### src/rtl/inv_round_linear_pipe_if.sv
// rtl/inv_round_linear_pipe_if.sv - input/output stream bundle for the inverse-round linear pipe
interface inv_round_linear_pipe_if #(
    parameter int BLOCK_LENGTH = 128
);
    logic                    IN_VALID;
    logic                    IN_READY;
    logic [BLOCK_LENGTH-1:0] IN;
    logic [BLOCK_LENGTH-1:0] ROUND_KEY;
    logic                    LAST_ROUND;
    logic                    OUT_VALID;
    logic                    OUT_READY;
    logic [BLOCK_LENGTH-1:0] OUT;

    modport master (
        output IN_VALID, IN, ROUND_KEY, LAST_ROUND, OUT_READY,
        input  IN_READY, OUT_VALID, OUT
    );

    modport slave (
        input  IN_VALID, IN, ROUND_KEY, LAST_ROUND, OUT_READY,
        output IN_READY, OUT_VALID, OUT
    );
endinterface

### src/rtl/inv_round_linear_pipe.sv
// rtl/inv_round_linear_pipe.sv - InvShiftRows, AddRoundKey, InvMixColumns in a 2-stage elastic pipe
module inv_round_linear_pipe #(
    parameter int BLOCK_LENGTH = 128
) (
    input logic                  CLK,
    input logic                  RST,
    inv_round_linear_pipe_if.slave bus
);
    generate
        if (BLOCK_LENGTH != 128) begin : g_bad_width
            $error("inv_round_linear_pipe supports BLOCK_LENGTH = 128 only");
        end
    endgenerate

    function automatic logic [7:0] xt(input logic [7:0] b);
        return {b[6:0], 1'b0} ^ (b[7] ? 8'h1b : 8'h00);
    endfunction

    function automatic logic [31:0] inv_mix_col(input logic [31:0] col);
        logic [7:0] a [4];
        logic [7:0] m9 [4];
        logic [7:0] mb [4];
        logic [7:0] md [4];
        logic [7:0] me [4];
        logic [7:0] x2, x4, x8;
        for (int i = 0; i < 4; i++) begin
            a[i]  = col[31-8*i -: 8];
            x2    = xt(a[i]);
            x4    = xt(x2);
            x8    = xt(x4);
            m9[i] = x8 ^ a[i];
            mb[i] = x8 ^ x2 ^ a[i];
            md[i] = x8 ^ x4 ^ a[i];
            me[i] = x8 ^ x4 ^ x2;
        end
        return {me[0] ^ mb[1] ^ md[2] ^ m9[3],
                m9[0] ^ me[1] ^ mb[2] ^ md[3],
                md[0] ^ m9[1] ^ me[2] ^ mb[3],
                mb[0] ^ md[1] ^ m9[2] ^ me[3]};
    endfunction

    logic [127:0] r_s1_data;
    logic [127:0] r_s2_data;
    logic         r_s1_last;
    logic         r_s1_valid;
    logic         r_s2_valid;

    logic         w_adv1;
    logic         w_adv2;
    logic [127:0] w_isr;
    logic [127:0] w_s1_next;
    logic [127:0] w_imc;

    assign w_adv2 = !r_s2_valid || bus.OUT_READY;
    assign w_adv1 = !r_s1_valid || w_adv2;

    // Output byte r+4c takes input byte r+4((c-r) mod 4).
    always_comb begin
        w_isr = '0;
        for (int c = 0; c < 4; c++) begin
            for (int r = 0; r < 4; r++) begin
                w_isr[127-8*(r+4*c) -: 8] = bus.IN[127-8*(r+4*((c-r+4)%4)) -: 8];
            end
        end
    end

    assign w_s1_next = w_isr ^ bus.ROUND_KEY;

    always_comb begin
        w_imc = '0;
        for (int c = 0; c < 4; c++) begin
            w_imc[127-32*c -: 32] = inv_mix_col(r_s1_data[127-32*c -: 32]);
        end
    end

    // Data registers only move with a valid beat so OUT stays put between beats.
    always_ff @(posedge CLK or negedge RST) begin
        if (!RST) begin
            r_s1_valid <= 1'b0;
            r_s1_last  <= 1'b0;
            r_s1_data  <= '0;
            r_s2_valid <= 1'b0;
            r_s2_data  <= '0;
        end else begin
            if (w_adv1) begin
                r_s1_valid <= bus.IN_VALID;
                if (bus.IN_VALID) begin
                    r_s1_data <= w_s1_next;
                    r_s1_last <= bus.LAST_ROUND;
                end
            end
            if (w_adv2) begin
                r_s2_valid <= r_s1_valid;
                if (r_s1_valid) begin
                    r_s2_data <= r_s1_last ? r_s1_data : w_imc;
                end
            end
        end
    end

    assign bus.IN_READY  = w_adv1;
    assign bus.OUT_VALID = r_s2_valid;
    assign bus.OUT       = r_s2_data;
endmodule

### src/flat_wrapper.sv
// flat-port wrapper written by rule: the top's interface ports become plain ports
module inv_round_linear_pipe_flat 
#(
    parameter int BLOCK_LENGTH = 128
)
  (CLK, RST, bus_IN_VALID, bus_IN, bus_ROUND_KEY, bus_LAST_ROUND, bus_OUT_READY, bus_IN_READY, bus_OUT_VALID, bus_OUT);
  inv_round_linear_pipe_if #(.BLOCK_LENGTH(BLOCK_LENGTH)) bus_i ();
  input logic CLK;
  input logic RST;
  input wire logic [$bits(bus_i.IN_VALID)-1:0] bus_IN_VALID;
  input wire logic [$bits(bus_i.IN)-1:0] bus_IN;
  input wire logic [$bits(bus_i.ROUND_KEY)-1:0] bus_ROUND_KEY;
  input wire logic [$bits(bus_i.LAST_ROUND)-1:0] bus_LAST_ROUND;
  input wire logic [$bits(bus_i.OUT_READY)-1:0] bus_OUT_READY;
  output wire logic [$bits(bus_i.IN_READY)-1:0] bus_IN_READY;
  output wire logic [$bits(bus_i.OUT_VALID)-1:0] bus_OUT_VALID;
  output wire logic [$bits(bus_i.OUT)-1:0] bus_OUT;
  assign bus_i.IN_VALID = bus_IN_VALID;
  assign bus_i.IN = bus_IN;
  assign bus_i.ROUND_KEY = bus_ROUND_KEY;
  assign bus_i.LAST_ROUND = bus_LAST_ROUND;
  assign bus_i.OUT_READY = bus_OUT_READY;
  assign bus_IN_READY = bus_i.IN_READY;
  assign bus_OUT_VALID = bus_i.OUT_VALID;
  assign bus_OUT = bus_i.OUT;
  inv_round_linear_pipe #(.BLOCK_LENGTH(BLOCK_LENGTH)) u_core (.CLK(CLK), .RST(RST), .bus(bus_i));
endmodule
### config.mk
export PLATFORM = sky130hd
export DESIGN_NAME = inv_round_linear_pipe_flat
export DESIGN_NICKNAME = d
export VERILOG_FILES = /design/src/rtl/inv_round_linear_pipe_if.sv /design/src/rtl/inv_round_linear_pipe.sv /design/src/flat_wrapper.sv
export SDC_FILE = /design/constraint.sdc
export NUM_CORES = 1
export LEC_CHECK = 0
export BUFFER_PORTS_ARGS = -buffer_cell sky130_fd_sc_hd__buf_4
export CAP_MARGIN = 0
export CORE_ASPECT_RATIO = 1.4
export CORE_MARGIN = 4
export CORE_UTILIZATION = 50
export DETAILED_ROUTE_END_ITERATION = 10
export GPL_TIMING_DRIVEN = 0
export HOLD_SLACK_MARGIN = 0.05
export PLACE_DENSITY = 0.79
export SYNTH_ARGS = -nofsm -noshare
export SYNTH_HDL_FRONTEND = slang
export SYNTH_SLANG_ARGS = --single-unit
### constraint.sdc
create_clock -name CLK -period 2.2 [get_ports CLK]
set_input_delay 0.22 -clock CLK [delete_from_list [all_inputs] [get_ports CLK]]
set_output_delay 0.22 -clock CLK [all_outputs]
set_load 0.02 [all_outputs]
==> impl_metrics.toml <==
[global_route]
global_route.usage.total_pct = 32.3
grt_pass1_wl_um = 113000
antenna_found_initial = 1
grt_overflow_total = 0
first_global_vias = 19100
grt_max_degree = 122

[worst_setup_path]
critical_path_arrival_ps = 2660
reg2reg_from = "u_core.r_s1_data[113]$_DFFE_PN0P_"
critical_path_start_end_classification = "reg -> reg"
cp.required_ps = 2640
rr_worst_depth = 7
crit_path_start_kind = "register"
reg2reg_setup_slack_ps = -20
rr_endpoint = "u_core.bus.OUT[121]$_DFFE_PN0P_"
crit_path_max_fanout = 7
endpoint_kind = "register"

[finish]
antenna_cells = 0
area_of_the_multi_input_gates_um2 = 14900
syn2layout_area_growth_pct = 46.0
sequential_cell_area_um2 = 6540
post_layout_nonfiller_instances = 3275
post-route-cell-area_um2 = 30300
fill_cells = 2777
final_core_utilization_pct = 73.7
final_nets = 2974
drive_gt1_share_pct = 30.8

[synth]
synth_top_area_share_pct = 31.2
netlist_instances = 2003
netlist-cell-type-count = 35
synth_top_area_cell = "dfrtp_1"
net_count_synth = 2264
synth_edf_count = 0
post_synth_main_area_contributors = "dfrtp_1 31%, xnor2_1 24%, xnor3_1 15%, o21ai_0 5.9%, xor2_1 4.9%"
ys.warnings.count = 0
synthTopCellsByCount = "577 x xnor2_1, 259 x dfrtp_1, 244 x o21ai_0, 215 x nand2_1, 138 x xnor3_1"
ys_async_sr_fraction_pct = 100
register_area_share_after_synthesis_pct = 31.2
mappedNetlistArea_um2 = 20800
yosys.cell_count.top_type = "xnor2_1"
postSynth.topFlopCell = "dfrtp_1"
synth.avg_cell_area_um2 = 10.4
ys_seq_elements = 259

[routing]
drtPass1Iterations = 5
initial_drc_count = 1252
number_of_routed_nets_with_antenna_violations = 0
route.detailed.vias_per_inst = 5.44
via_count = 17800
drt-total-wl_um = 75900
routedWlPerCell_um = 23.2
drc_violations_left = 0

[floorplanning]
initial_standard_cell_utilization_of_the_core_pct = 50.4
num_io_pins = 391
dieArea_um2 = 44900
die_h_um = 249
number_of_placement_rows = 88
die_x_um = 180
core_um2 = 41200

[power]
total_power_mw = 46.7
vdd.ir_drop.worst_mv = 0.848
cell_pwr_density_nw_per_um2 = 1540
leakage_nw = 13.7

[cts]
clock-root-buffer = "clkbuf_16"
cts_max_path_buffers = 3
numClockSinks = 259
h-tree-depth = 1
tritoncts = "yes"
clk_latency_ps = 580
worst_setup_hold_path_clk_slew_ps = 60
numCtsBuffers = 28

[sta]
final_min_period_over_clock_period_pct = 101
layout_min_cycle_time_ps = 2220
rsz0062_at_grt = "true"
max_slew.worst_pin.slew_ps = 888
timing.final.hold_violations = 0
final.hold.worst_slack_ps = 191
finalClockSkew_ps = 15.5
timing_max_transition_violations_final = 0
timing_limited_maximum_frequency_ghz = 0.451
worst_slew_margin_rel_pct = 40.8
totalNegativeSetupSlack_ps = -27.5
final.setup.worst_slack_ps = -19.7
setup_violations = 2

[job]
timing.max_cap.violations = 0

[run_status]
violations_in_the_final_reports = "setup timing"
outcome = "complete, but fails checks"

[placed_design]
place.gp.congestion = 0.947
detailedPlacementHpwl_um = 50900
preCtsSetupSlack_ps = -1570
postPlaceCellArea_um2 = 24400
portBuffers = 390
dpl.cell_count = 2935

[worst_hold_path]
hold_path.class = "in -> async"
per-layer routing:
layer | vias to the layer above | share of wire, % | global-route usage [%]
met3 | 228 | 6.3 | 4.89
met4 | 2 | 5.1 | 15.1
met5 | - | 0.0092 | 0
li1 | 7932 | - | -
met1 | 8850 | 37 | 38.0
met2 | 793 | 52 | 57.8
worst max-delay path, cell delays in order, from the launching register on:
cell	delay, ps
dfrtp_1	400
buf_4	190
xnor3_1	380
xor2_2	190
xnor3_1	460
xor2_1	160
mux2i_1	190
o21ai_0	100
worst max path at each step:
stage / to / start
3_3_place_gp: u_core.r_s1_data[19]$_DFFE_PN0P_ / u_core.bus.OUT_VALID$_DFFE_PN0P_
2_1_floorplan: u_core.bus.OUT[70]$_DFFE_PN0P_ / u_core.r_s1_data[83]$_DFFE_PN0P_
4_1_cts: u_core.bus.OUT[6]$_DFFE_PN0P_ / u_core.r_s1_data[5]$_DFFE_PN0P_
5_1_grt: u_core.bus.OUT[121]$_DFFE_PN0P_ / u_core.r_s1_data[113]$_DFFE_PN0P_
6_report: u_core.bus.OUT[121]$_DFFE_PN0P_ / u_core.r_s1_data[113]$_DFFE_PN0P_
3_5_place_dp: u_core.r_s1_data[24]$_DFFE_PN0P_ / u_core.bus.OUT_VALID$_DFFE_PN0P_
layout make-up:
| class | count | share of cell area (%) |
|---|---|---|
| Multi-Input combinational cell | 1557 | 49.1 |
| Sequential cell | 259 | 21.6 |
| Timing Repair Buffer | 731 | 20.5 |
| Buffer | 136 | 3.06 |
| Clock buffer | 38 | 2.70 |
| Tap cell | 540 | 2.23 |
| Clock inverter | 14 | 0.784 |
cells in the final DEF (no fill, tap or decap), types with 4 or more instances in the layout:
cell type and n:
buf_2 7, nand2b_1 6, o21ai_1 22, mux2i_1 52
clkbuf_4 8, xor2_2 16, xor2_4 15, o21a_1 42
xor2_1 90, nor2_1 34, clkbuf_2 26, clkbuf_1 45
o21ai_0 220, buf_6 22, buf_12 5, buf_8 5
xnor2_1 488, clkbuf_8 8, o21ai_2 4, clkinv_2 4
buf_4 487, xor3_1 9, dfrtp_1 211, dfrtp_2 48
xor3_2 9, dlygate4sd3_1 260, nand3_1 4, and2_1 4
a21oi_1 69, xnor2_4 30, nand2_1 213, clkbuf_16 29
xnor2_2 68, o31a_1 4, xnor3_2 32, bufinv_16 6
xnor3_1 108
registers in the layout (all words and copies together), names as in the netlist:
name,count
u_core.bus.OUT,128
u_core.bus.OUT_VALID,1
u_core.r_s1_data,128
u_core.r_s1_last,1
u_core.r_s1_valid,1
where the power goes:
| part | internal (mW) | switching, mW | leakage, nW |
|---|---|---|---|
| combinational | 17.8 | 15.3 | 10.1 |
| sequential | 6.35 | 1.78 | 3.09 |
| clock | 3.32 | 2.14 | 0.523 |
cells by family after synthesis:
| kind of cell | synth area share, % |
|---|---|
| XOR/XNOR | 47.7 |
| AO/OA/AOI/OAI | 9.52 |
| AND/OR/NAND/NOR | 5.11 |
| flip-flops | 31.2 |
| buffers and inverters | 3.87 |
| multiplexers | 2.56 |
repair_timing:
action,in CTS,in global routing
pin swaps,43,50
setup buffers,34,46
gates resized for setup,225,198
hold endpoints to repair,201,0
endpoints found under the setup margin,257,196
hold buffers,260,0
gates cloned,0,0
No activity file was read; power rests on OpenSTA's default activity.
